--- src/rtl/stopwatch_main_pkg.sv ---
// Shared types and constants for the SS.hh stopwatch: BCD digit type, run states,
// and active-low 7-segment patterns ({dp,g,f,e,d,c,b,a}, dp off).
package stopwatch_main_pkg;

  typedef logic [3:0] bcd_t;

  typedef enum logic {
    STOPPED = 1'b0,
    RUNNING = 1'b1
  } run_state_t;

  localparam int NDIGITS = 4;

  localparam logic [7:0] SEG_0     = 8'hC0;
  localparam logic [7:0] SEG_1     = 8'hF9;
  localparam logic [7:0] SEG_2     = 8'hA4;
  localparam logic [7:0] SEG_3     = 8'hB0;
  localparam logic [7:0] SEG_4     = 8'h99;
  localparam logic [7:0] SEG_5     = 8'h92;
  localparam logic [7:0] SEG_6     = 8'h82;
  localparam logic [7:0] SEG_7     = 8'hF8;
  localparam logic [7:0] SEG_8     = 8'h80;
  localparam logic [7:0] SEG_9     = 8'h90;
  localparam logic [7:0] SEG_BLANK = 8'hFF;

  // Decimal increment of a single digit; 9 rolls over to 0.
  function automatic bcd_t bcd_inc(input bcd_t d);
    return (d >= 4'd9) ? 4'd0 : d + 4'd1;
  endfunction

endpackage

--- src/rtl/stopwatch_main_if.sv ---
// Board-side signal bundle of the stopwatch: control levels in, anode/segment lines out.
interface stopwatch_main_if;
  import stopwatch_main_pkg::*;

  logic       start;
  logic       stop;
  logic       inc;
  logic       dispen;
  logic [3:0] an;
  logic [7:0] seg;

  modport master (output start, stop, inc, dispen, input an, seg);
  modport slave  (input start, stop, inc, dispen, output an, seg);

endinterface

--- src/rtl/stopwatch_main_seg7_decode.sv ---
// Combinational BCD digit to active-low 7-segment pattern, with decimal point control.
module seg7_decode
  import stopwatch_main_pkg::*;
(
  input  bcd_t       digit,
  input  logic       dp,
  output logic [7:0] seg
);

  logic [7:0] code;

  always_comb begin
    code = SEG_BLANK;
    case (digit)
      4'd0:    code = SEG_0;
      4'd1:    code = SEG_1;
      4'd2:    code = SEG_2;
      4'd3:    code = SEG_3;
      4'd4:    code = SEG_4;
      4'd5:    code = SEG_5;
      4'd6:    code = SEG_6;
      4'd7:    code = SEG_7;
      4'd8:    code = SEG_8;
      4'd9:    code = SEG_9;
      default: code = SEG_BLANK;
    endcase
  end

  assign seg = {~dp, code[6:0]};

endmodule

--- src/rtl/stopwatch_main.sv ---
// 4-digit SS.hh stopwatch: run FSM, step prescaler, BCD counter chain and a
// free-running multiplexed 7-segment scan with registered anode/segment outputs.
module stopwatch_main
  import stopwatch_main_pkg::*;
#(
  parameter int TICK_DIV = 1_000_000,
  parameter int FAST_DIV = 100_000,
  parameter int SCAN_DIV = 100_000
) (
  input  logic             clk,
  input  logic             rst,
  stopwatch_main_if.slave  io
);

  localparam int MAXDIV = (TICK_DIV > FAST_DIV) ? TICK_DIV : FAST_DIV;
  localparam int PW     = $clog2(MAXDIV + 1);
  localparam int SW     = $clog2(SCAN_DIV + 1);

  localparam logic [PW-1:0] TICK_LIM = PW'(TICK_DIV - 1);
  localparam logic [PW-1:0] FAST_LIM = PW'(FAST_DIV - 1);
  localparam logic [SW-1:0] SCAN_LIM = SW'(SCAN_DIV - 1);

  run_state_t    state;
  run_state_t    state_nxt;
  logic          running;
  logic [PW-1:0] presc;
  logic [PW-1:0] lim;
  logic          step;
  bcd_t          dig     [NDIGITS];
  bcd_t          dig_nxt [NDIGITS];
  logic          carry;
  logic [SW-1:0] sc;
  logic [1:0]    slot;
  bcd_t          cur_digit;
  logic          dp_on;
  logic [7:0]    seg_pat;
  logic [3:0]    an_p1;
  logic [7:0]    seg_p1;

  always_ff @(posedge clk) begin
    if (!rst) state <= STOPPED;
    else      state <= state_nxt;
  end

  // stop dominates start; neither asserted holds the current state
  always_comb begin
    state_nxt = state;
    if (io.stop)       state_nxt = STOPPED;
    else if (io.start) state_nxt = RUNNING;
  end

  assign running = (state == RUNNING);

  // A limit below the current prescaler value (inc raised mid-period) fires at once.
  assign lim  = io.inc ? FAST_LIM : TICK_LIM;
  assign step = running && (presc >= lim);

  always_ff @(posedge clk) begin
    if (!rst)         presc <= '0;
    else if (running) presc <= step ? '0 : presc + 1'b1;
  end

  always_comb begin
    carry = 1'b1;
    for (int i = 0; i < NDIGITS; i++) begin
      dig_nxt[i] = dig[i];
      if (carry) begin
        dig_nxt[i] = bcd_inc(dig[i]);
        carry      = (dig[i] >= 4'd9);
      end
    end
  end

  always_ff @(posedge clk) begin
    if (!rst) begin
      for (int i = 0; i < NDIGITS; i++) dig[i] <= '0;
    end else if (step) begin
      for (int i = 0; i < NDIGITS; i++) dig[i] <= dig_nxt[i];
    end
  end

  // Scan slots run regardless of run state or display enable.
  always_ff @(posedge clk) begin
    if (!rst) begin
      sc   <= '0;
      slot <= '0;
    end else if (sc >= SCAN_LIM) begin
      sc   <= '0;
      slot <= slot + 2'd1;
    end else begin
      sc   <= sc + 1'b1;
    end
  end

  assign cur_digit = dig[slot];
  assign dp_on     = (slot == 2'd2);

  seg7_decode u_dec (
    .digit (cur_digit),
    .dp    (dp_on),
    .seg   (seg_pat)
  );

  // output stage: anode and segment lines change on the same edge
  always_ff @(posedge clk) begin
    if (io.dispen) begin
      an_p1  <= ~(4'b0001 << slot);
      seg_p1 <= seg_pat;
    end else begin
      an_p1  <= 4'hF;
      seg_p1 <= SEG_BLANK;
    end
  end

  assign io.an  = an_p1;
  assign io.seg = seg_p1;

endmodule

--- src/flat_wrapper.sv ---
// flat-port wrapper written by rule: the top's interface ports become plain ports
module stopwatch_main_flat import stopwatch_main_pkg::*;
#(
  parameter int TICK_DIV = 1_000_000,
  parameter int FAST_DIV = 100_000,
  parameter int SCAN_DIV = 100_000
)
  (clk, rst, io_start, io_stop, io_inc, io_dispen, io_an, io_seg);
  stopwatch_main_if io_i ();
  input  logic clk;
  input  logic rst;
  input wire logic [$bits(io_i.start)-1:0] io_start;
  input wire logic [$bits(io_i.stop)-1:0] io_stop;
  input wire logic [$bits(io_i.inc)-1:0] io_inc;
  input wire logic [$bits(io_i.dispen)-1:0] io_dispen;
  output wire logic [$bits(io_i.an)-1:0] io_an;
  output wire logic [$bits(io_i.seg)-1:0] io_seg;
  assign io_i.start = io_start;
  assign io_i.stop = io_stop;
  assign io_i.inc = io_inc;
  assign io_i.dispen = io_dispen;
  assign io_an = io_i.an;
  assign io_seg = io_i.seg;
  stopwatch_main #(.TICK_DIV(TICK_DIV), .FAST_DIV(FAST_DIV), .SCAN_DIV(SCAN_DIV)) u_core (.clk(clk), .rst(rst), .io(io_i));
endmodule
--- config.mk ---
export PLATFORM = sky130hd
export DESIGN_NAME = stopwatch_main_flat
export DESIGN_NICKNAME = d
export VERILOG_FILES = /design/src/rtl/stopwatch_main_pkg.sv /design/src/rtl/stopwatch_main_if.sv /design/src/rtl/stopwatch_main_seg7_decode.sv /design/src/rtl/stopwatch_main.sv /design/src/flat_wrapper.sv
export SDC_FILE = /design/constraint.sdc
export NUM_CORES = 1
export LEC_CHECK = 0
export CORE_MARGIN = 2
export CORE_UTILIZATION = 65
export CTS_CLUSTER_SIZE = 10
export DETAILED_ROUTE_END_ITERATION = 7
export GPL_TIMING_DRIVEN = 1
export PLACE_DENSITY_LB_ADDON = 0.08
export SLEW_MARGIN = 0
export SYNTH_ARGS = -nofsm -noshare
export SYNTH_HDL_FRONTEND = slang
export SYNTH_HIERARCHICAL = 1
export SYNTH_SLANG_ARGS = --single-unit
--- constraint.sdc ---
create_clock -name clk -period 4.6 [get_ports clk]
set_clock_uncertainty 0.15 [all_clocks]
set_input_delay 0.69 -clock clk [delete_from_list [all_inputs] [get_ports clk]]
set_output_delay 0.69 -clock clk [all_outputs]
set_load 0.02 [all_outputs]
==> flow_metrics.tcl, run 1 <==
set metrics [dict create \
    rsz0062_at_grt "no" \
    grt_pass1_wl_um 11700 \
    synth_area_um2 3680 \
    vias 2779 \
    critPathMostFrequentCell "nand3_1" \
    num-fill-cells 428 \
    max-slew-margin-rel_pct 50.8 \
    cts_root_buf "clkbuf_8" \
    dr.pass1.iters 5 \
    startpoint_type "primary input" \
    synth_compound_area_share_pct 6.60 \
    viasPerCell 5.73 \
    drv_cap 0 \
    cts_sinks 70 \
    drt_iter0_drc 126 \
    grt_overflow_total 0 \
    htreeDepth 3 \
    fmax_mhz 316 \
    start_util_pct 67.2 \
    power_density_nw_per_um2 297 \
    io_pins 18 \
    slew_violations 0 \
    hold_path_depth 1 \
    final_cell_mix "nor2_1 (56), dfxtp_1 (54), ha_1 (31)" \
    core_area_um2 5470 \
    nets 445 \
    synth_seq_cells 70 \
    reg2regPathDepth 6 \
    drive_gt1_share_pct 6.78 \
    crit-reg2reg-capture "u_core/dig[1][0]" \
    synth_top_area_share_pct 29.4 \
    r2r_start "u_core/presc[14]" \
    grt_max_degree 20 \
    cts-buffers-inserted 9 \
    wl_met3_um 303 \
    cts.clk_slew.worst_paths_ns 0.08 \
    dieArea_um2 6270 \
    clockBufferDepth 2 \
    p_leak_nw 1.57 \
    yosys.area_share.adder_pct 10.6 \
    synth_top_family_by_area "simple AND/OR/NAND/NOR gates" \
    period_share_pct 68.8 \
    synthSimpleGateAreaFrac_pct 23.9 \
    grt_pass1_vias 2729 \
    antenna_cells 0 \
    synth_seq_area_share_pct 42.5 \
    io_buffers 17 \
    ys_warn_count 6 \
    rows 27 \
    route.detailed.drc 0 \
    min-delay-start "u_core/sc[0]" \
    critPathMaxFanout 10 \
    r2r_setup_slack_ns 2.10 \
    max_stage_delay_ns 0.59 \
    top_layer "met4" \
    post-dp-hpwl_um 4720 \
    period_minus_slack_ns 3.17 \
    hold_buffers 0 \
    status "complete, no violations" \
    syn_nets 426 \
    cts_setup_buffers 0 \
    muxShareOfSynthArea_pct 2.72 \
    path_cells "clkdlybuf4s50_1 > inv_1 > ha_1 > nand3_1 > nand3_1 > a221oi_2 > and2_1 > o21ai_0" \
    grt_usage_pct 23.7 \
    holdPathEnd "u_core/sc[0]" \
    critical_path_required_ns 4.46 \
    wirelength_met1_um 2850 \
    worstSkewPairLatency_ns 0.34 \
    cts.repair.resized 0 \
    setup_tns_ns 0 \
    wire_per_inst_um 13.8 \
    vdd_ir_drop_max_v 0.000232 \
    synth_area_leaders "dfxtp_1 (29%), edfxtp_1 (13%), ha_1 (11%)" \
    whs_ns 0.336 \
    hold_viol 0 \
    globalplace.congestion 0.846 \
    synth_cell_types 45 \
    final-setup-viol-count 0 \
    path_class "primary input to register" \
    postRouteWirelength_um 6690 \
    die_w_um 79.2 \
    slowest_stage "clkdlybuf4s50_1" \
    final_common_cell "nor2_1" \
    postLayoutCoreUtil_pct 74.6 \
    cts_tree "built" \
    met2_length_um 3380 \
    critPathArrivalTime_ns 3.03 \
    antenna_found_initial 0 \
    syn-instance-count 389 \
    synth_xor_area_share_pct 9.53 \
    die_y_um 79.2 \
    synth_area_per_cell_um2 9.45 \
    yosysTopAreaCell "dfxtp_1" \
    hold_class "register to register" \
    worstMarginPinSlew_ns 0.738 \
    ant_nets 0 \
    syn2layout_area_growth_pct 11.0 \
    critPathCaptureType "register" \
]
## flip-flops by register name (all words and copies together), names as in the netlist, named ones only
name	flops
u_core/sc	17
u_core/dig	16
u_core/io.an	4
u_core/running	1
u_core/io.seg	8
u_core/slot	2
u_core/presc	20
## report_power, final
| part | total [mW] | switching (mW) | leakage [nW] | internal, mW |
|---|---|---|---|---|
| sequential | 0.653 | 0.0131 | 0.601 | 0.640 |
| combinational | 0.0738 | 0.0417 | 0.869 | 0.0321 |
| clock | 0.483 | 0.237 | 0.101 | 0.246 |
| total | 1.21 | 0.292 | 1.57 | 0.918 |
## area by class of cell
cell class | count | area (µm²) | share of cell area (%)
clock inverter | 5 | 38.8 | 0.950
clock buffer | 11 | 163 | 3.99
timing repair buffer | 19 | 185 | 4.54
sequential | 70 | 1560 | 38.3
inverter | 22 | 82.6 | 2.02
tap | 72 | 90.1 | 2.21
multi-input combinational | 286 | 1960 | 48.0
## through the flow
step / instances / total power [mW] / cell area [µm²] / setup slack [ns]
6_report: 485 / 1.21 / 4080 / 1.43
5_1_grt: 485 / 1.26 / 4080 / 1.27
4_1_cts: 485 / 1.22 / 4080 / 1.48
3_5_place_dp: 469 / 0.741 / 3880 / 1.11
3_3_place_gp: 469 / 0.738 / 3880 / 1.19
2_1_floorplan: 389 / 0.715 / 3680 / 1.86
## how the worst max path moves through the flow
stage | startpoint | end | slack [ns]
floorplan | io_inc | u_core/dig[3][0] | 1.86
global placement | io_inc | u_core/dig[2][0] | 1.19
detailed placement | io_inc | u_core/dig[1][0] | 1.11
CTS | io_inc | u_core/dig[1][0] | 1.48
global route | io_inc | u_core/dig[2][3] | 1.27
finish | io_inc | u_core/dig[1][0] | 1.43
## worst max-delay path: cells and delay by family
family,cells,cell delay [ns]
AND/OR/NAND/NOR,3,0.59
AO/OA/AOI/OAI,2,0.70
adder cells (fa/ha/maj),1,0.32
buffers and inverters,2,0.72
## kinds of logic (layout without fill, tap and decap cells)
| family | count (synthesis) | in the layout |
|---|---|---|
| AOI/OAI and AO/OA | 35 | 35 |
| xor gates and xnor gates | 40 | 40 |
| adders and majority gates | 31 | 31 |
| buffers and inverters | 33 | 57 |
| DFF | 70 | 70 |
| muxes | 5 | 5 |
| and+or+nand+nor | 175 | 175 |
## routing by layer
metal | vias up | GRT usage, %
li1 | 1389 | -
met1 | 1307 | 26.4
met2 | 68 | 42.3
met3 | 15 | 5.57
met4 | 0 | 11.6
met5 | - | 0
## Yosys cell counts, drive strengths merged
cell,instances
edfxtp,16
a221oi,1
a211o,1
o31ai,1
nand4b,1
and3,6
a21oi,6
nor2,56
nor4,15
a31oi,3
and2,2
xor2,24
o211ai,2
nor3b,1
nand3b,3
or4,1
or2b,2
nor4b,4
nor2b,4
buf,6
o21ai,14
mux4,4
nand3,24
a21boi,4
nand4,11
o221ai,1
and4,1
a21o,1
ha,31
nand2,24
clkbuf,5
or2,1
inv,22
xnor2,16
mux2i,1
nand2b,12
dfxtp,54
nor3,7
o31a,1
Note: power is estimated with default switching activity, not from simulation.
==> run 2: changes to the inputs <==
--- a/config.mk
+++ b/config.mk
@@ -6,7 +6,7 @@
 export NUM_CORES = 1
 export LEC_CHECK = 0
 export CORE_MARGIN = 2
-export CORE_UTILIZATION = 65
+export CORE_UTILIZATION = 60
 export CTS_CLUSTER_SIZE = 10
 export DETAILED_ROUTE_END_ITERATION = 7
 export GPL_TIMING_DRIVEN = 1
==> constraint.sdc (replaced) <==
create_clock -name clk -period 3.2 [get_ports clk]
set_clock_uncertainty 0.15 [all_clocks]
set_input_delay 0.48 -clock clk [delete_from_list [all_inputs] [get_ports clk]]
set_output_delay 0.48 -clock clk [all_outputs]
set_load 0.02 [all_outputs]
==> run 2 against run 1 <==
Against the previous run: cell count rose by 2.5%; clock power rose by 61%; sequential power is 44% higher; combinational power is 50% higher; power up 51%; critical endpoint is now u_core/dig[3][1]; largest cell class unchanged; highest routed layer unchanged.
==> flow_metrics.tcl, run 2 (synthesis gave the netlist of run 1 again) <==
set metrics [dict create \
    status "complete, no violations" \
    route.detailed.drc 0 \
    cts-buffers-inserted 9 \
    viasPerCell 5.39 \
    hold_viol 0 \
    slew_violations 0 \
    worstSkewPairLatency_ns 0.35 \
    crit-reg2reg-capture "u_core/dig[3][1]" \
    setup_tns_ns 0 \
    cts_root_buf "clkbuf_8" \
    critPathArrivalTime_ns 2.41 \
    period_share_pct 80.4 \
    final-setup-viol-count 0 \
    r2r_start "u_core/dig[2][1]" \
    reg_top3 "u_core/presc (20), u_core/sc (17), u_core/dig (16)" \
    grt_max_degree 18 \
    use_met3_pct 4.89 \
    num-fill-cells 469 \
    drt_iter0_drc 92 \
    cts_tree "built" \
    antenna_cells 0 \
    p_leak_nw 1.63 \
    globalplace.congestion 0.799 \
    worstMarginPinSlew_ns 0.758 \
    cp_top_family "compound AO/OA/AOI/OAI gates" \
    holdPathEnd "u_core/sc[0]" \
    dieArea_um2 6770 \
    syn2layout_area_growth_pct 13.8 \
    hold_path_depth 1 \
    netSwitchingFraction_pct 22.6 \
    rows 28 \
    min-delay-start "u_core/sc[0]" \
    grt_usage_pct 20.6 \
    sequentialPowerShare_pct 51.4 \
    hold_class "register to register" \
    final_common_cell "nor2_1" \
    htreeDepth 3 \
    path_cells "clkdlybuf4s50_1 > buf_4 > ha_1 > nand4_1 > a21oi_1 > a221oi_2 > and2_1 > o21ai_0" \
    final_area_um2 4180 \
    cts_setup_buffers 0 \
    drv_cap 0 \
    reg2regPathDepth 6 \
    cts_sinks 70 \
    antenna_found_initial 0 \
    dr.pass1.iters 4 \
    wire_per_inst_um 12.8 \
    vdd_ir_drop_max_v 0.000359 \
    start_util_pct 62.1 \
    vias 2679 \
    critical_path_required_ns 3.04 \
    fmax_mhz 389 \
    post-dp-hpwl_um 4600 \
    die_w_um 82.3 \
    die_y_um 82.3 \
    core_area_um2 5920 \
    p_int_mw 1.41 \
    largest_reg_flops 20 \
    grt_pass1_vias 2530 \
    grt_most_used_layer "met2" \
    period_minus_slack_ns 2.57 \
    ant_nets 0 \
    critPathCaptureType "register" \
    grt_pass1_wl_um 10700 \
    regMostFlops "u_core/presc" \
    critPathMaxFanout 5 \
    cts.clk_slew.worst_paths_ns 0.08 \
    max_stage_delay_ns 0.45 \
    io_buffers 17 \
    critPathLaunch "io_inc" \
    clockBufferDepth 2 \
    place_area_um2 3950 \
    grt_overflow_total 0 \
    clockPowerShare_pct 42.6 \
    r2r_setup_slack_ns 0.79 \
    drive_gt1_share_pct 8.77 \
    switchingPower_mw 0.413 \
    startpoint_type "primary input" \
    met1_usage_pct 24.0 \
    cp.buffers_inverters 2 \
    hold_buffers 0 \
    gr-usage-met2_pct 34.8 \
    io_pins 18 \
    max-slew-margin-rel_pct 49.4 \
    postRouteWirelength_um 6370 \
    final_cell_mix "nor2_1 (56), dfxtp_1 (54), ha_1 (31)" \
    path_class "primary input to register" \
    cts.repair.resized 0 \
    nets 454 \
    power_density_nw_per_um2 437 \
    slowest_stage "o21ai_0" \
    rsz0062_at_grt "no" \
    combPwrFrac_pct 6.1 \
]
[run 2: cell count changes in the layout (fill, tap and decap cells not counted)]
cell and change:
buf_4 +9, clkbuf_16 +1, clkbuf_8 +2, clkinv_2 -1, clkinv_4 -2
[run 2: stage by stage]
stage / power [mW] / hold slack, ns / instances / utilization [%] / worst slack [ns]
global placement: 1.07 / 0.307 / 481 / 66.7 / 0.299
finish: 1.83 / 0.351 / 497 / 70.6 / 0.626
detailed placement: 1.07 / 0.342 / 481 / 66.7 / 0.269
floorplan: 1.03 / 0.291 / 389 / - / 0.667
CTS: 1.84 / 0.359 / 497 / 70.6 / 0.630
global route: 1.89 / 0.378 / 497 / 70.6 / 0.463
[run 2: how the worst max path moves through the flow]
| stage | slack [ns] | to | cells past startpoint |
|---|---|---|---|
| global placement | 0.30 | u_core/dig[3][1] | 8 |
| finish | 0.63 | u_core/dig[3][1] | 8 |
| CTS | 0.63 | u_core/dig[3][2] | 8 |
| detailed placement | 0.27 | u_core/dig[3][1] | 8 |
| global route | 0.46 | u_core/dig[3][2] | 8 |
| floorplan | 0.67 | u_core/dig[3][0] | 9 |
[run 2: power by group through the flow]
stage	Combinational [mW]	Sequential [mW]	Clock [mW]
3_3_place_gp	0.109	0.958	0
4_1_cts	0.112	0.939	0.794
3_5_place_dp	0.111	0.959	0
5_1_grt	0.125	0.941	0.823
2_1_floorplan	0.0674	0.960	0
6_report	0.111	0.939	0.778
[run 2: cell type report]
type | instances | area (µm²) | area share (%)
multi-input cells | 286 | 1960 | 46.9
flip-flops and latches | 70 | 1560 | 37.3
clock buffers | 14 | 215 | 5.15
well taps | 75 | 93.8 | 2.24
clock inverters | 2 | 16.3 | 0.389
repair buffers | 28 | 253 | 6.04
inverters | 22 | 82.6 | 1.97
[run 2: metal layers]
| layer | up-vias | routed length [µm] | part of all wire (%) |
|---|---|---|---|
| li1 | 1411 | - | - |
| met1 | 1228 | 2970 | 47 |
| met2 | 29 | 3110 | 49 |
| met3 | 11 | 176 | 2.8 |
| met4 | 0 | 114 | 1.8 |
| met5 | - | 0 | 0 |
==> run 3: changes to the inputs <==
==> constraint.sdc (replaced) <==
create_clock -name clk -period 2.45 [get_ports clk]
set_clock_uncertainty 0.15 [all_clocks]
set_input_delay 0.3675 -clock clk [delete_from_list [all_inputs] [get_ports clk]]
set_output_delay 0.3675 -clock clk [all_outputs]
set_load 0.02 [all_outputs]
==> run 3 against run 2 <==
Against the previous run: power is 27% higher; worst hold slack worse by 0.011 ns; combinational power increased by 42%; critical path depth fell by 1; sequential cell count stayed put; die area did not move; critical path type is now register to register; first-iteration DRC count up 73%; via count grew 2.8%; non-clock buffer count rose by 8; register-to-register slack worse by 0.54 ns; largest power group unchanged; core utilization rose by 1.2 points.
==> flow_metrics.tcl, run 3 (synthesis gave the netlist of run 1 again) <==
set metrics [dict create \
    critical_path_required_ns 2.36 \
    netSwitchingFraction_pct 23.3 \
    post-dp-hpwl_um 4710 \
    worstSkewPairLatency_ns 0.34 \
    io_pins 18 \
    die_y_um 82.3 \
    drt_iter0_drc 159 \
    cts_sinks 70 \
    antenna_cells 0 \
    dr.pass1.iters 4 \
    path_class "register to register" \
    reg_top3 "u_core/presc (20), u_core/sc (17), u_core/dig (16)" \
    hold_buffers 0 \
    max-slew-margin-rel_pct 53.5 \
    vdd_ir_drop_max_v 0.000551 \
    hold_class "register to register" \
    grt_max_degree 18 \
    globalplace.congestion 0.757 \
    total_power_mw 2.32 \
    die_w_um 82.3 \
    combPwrFrac_pct 6.8 \
    num-fill-cells 468 \
    route.detailed.drc 0 \
    clockBufferDepth 2 \
    rows 28 \
    cts_tree "built" \
    grt_pass1_vias 2567 \
    period_minus_slack_ns 2.20 \
    vias 2754 \
    final_common_cell "nor2_1" \
    multi_input_area_um2 2000 \
    power_density_nw_per_um2 546 \
    slew_violations 0 \
    critPathCaptureType "register" \
    viasPerCell 5.45 \
    start_util_pct 62.1 \
    postRouteWirelength_um 6670 \
    p_leak_nw 1.66 \
    regMostFlops "u_core/presc" \
    cts.repair.resized 0 \
    antenna_found_initial 0 \
    fmax_mhz 455 \
    status "complete, no violations" \
    setup_slack_ns 0.252 \
    grt_overflow_total 0 \
    largest_reg_flops 20 \
    grt_usage_pct 21.8 \
    final_cell_mix "nor2_1 (56), dfxtp_1 (54), ha_1 (31)" \
    hold_viol 0 \
    setup_tns_ns 0 \
    rsz0062_at_grt "no" \
    drv_cap 0 \
    period_share_pct 89.7 \
    drive_gt1_share_pct 11.6 \
    pre_cts_slack_ns -0.325 \
    critPathArrivalTime_ns 2.11 \
    critPathMaxFanout 7 \
    core_area_um2 5920 \
    cts_root_buf "clkbuf_8" \
    worstMarginPinSlew_ns 0.695 \
    grt_pass1_wl_um 11300 \
    dieArea_um2 6770 \
    switchingPower_mw 0.541 \
    nets 462 \
    startpoint_type "register" \
    cts_setup_buffers 0 \
    clockPowerShare_pct 40.5 \
    io_buffers 17 \
    ant_nets 0 \
    cts-buffers-inserted 9 \
    p_int_mw 1.78 \
    htreeDepth 3 \
    syn2layout_area_growth_pct 15.7 \
    final-setup-viol-count 0 \
    sequentialPowerShare_pct 52.7 \
    cts.clk_slew.worst_paths_ns 0.07 \
    wire_per_inst_um 13.2 \
    regArea_um2 1560 \
]
run 3: worst paths after layout:
check                                      start               end  slack, ns  depth (start not counted)
worst min register to register      u_core/sc[0]      u_core/sc[0]       0.34                          1
worst max register to register  u_core/dig[0][1]  u_core/dig[3][3]       0.25                          7
worst min-delay path                u_core/sc[0]      u_core/sc[0]       0.34                          1
worst max-delay path            u_core/dig[0][1]  u_core/dig[3][3]       0.25                          7
run 3: critical path, stage by stage (launching register included):
cell,delay [ns]
edfxtp_1,0.44
inv_1,0.10
ha_1,0.14
nor2_1,0.04
a21boi_1,0.57
nand4_1,0.15
o21ai_0,0.18
buf_4,0.16
run 3: cell type report:
type | instances | area share, %
tap | 75 | 2.21
inverter | 22 | 1.94
timing repair buffer | 36 | 7.41
clock buffer | 12 | 3.41
multi-input combinational | 286 | 47.0
clock inverter | 4 | 1.29
sequential | 70 | 36.7
run 3: power by group through the flow:
stage	registers [mW]	clock network [mW]	logic (mW)
5_1_grt	1.23	1.02	0.178
6_report	1.22	0.940	0.158
4_1_cts	1.22	0.963	0.157
3_3_place_gp	1.25	0	0.154
3_5_place_dp	1.25	0	0.156
2_1_floorplan	1.25	0	0.0880
run 3: stage by stage:
stage          cell area (µm²)  std cells  hold WS, ns  util [%]
2_1_floorplan             3680        389        0.291         -
3_3_place_gp              4010        489        0.306      67.8
3_5_place_dp              4010        489        0.321      67.8
4_1_cts                   4210        505        0.339      71.1
5_1_grt                   4250        505        0.367      71.9
6_report                  4250        505        0.340      71.9
run 3: routing by layer:
| layer | GRT usage (%) | wire length (µm) | up-vias |
|---|---|---|---|
| met5 | 0 | 0 | - |
| met4 | 7.00 | 53 | 0 |
| met3 | 5.54 | 162 | 5 |
| met2 | 38.5 | 3310 | 29 |
| met1 | 25.6 | 3150 | 1301 |
| li1 | - | - | 1419 |
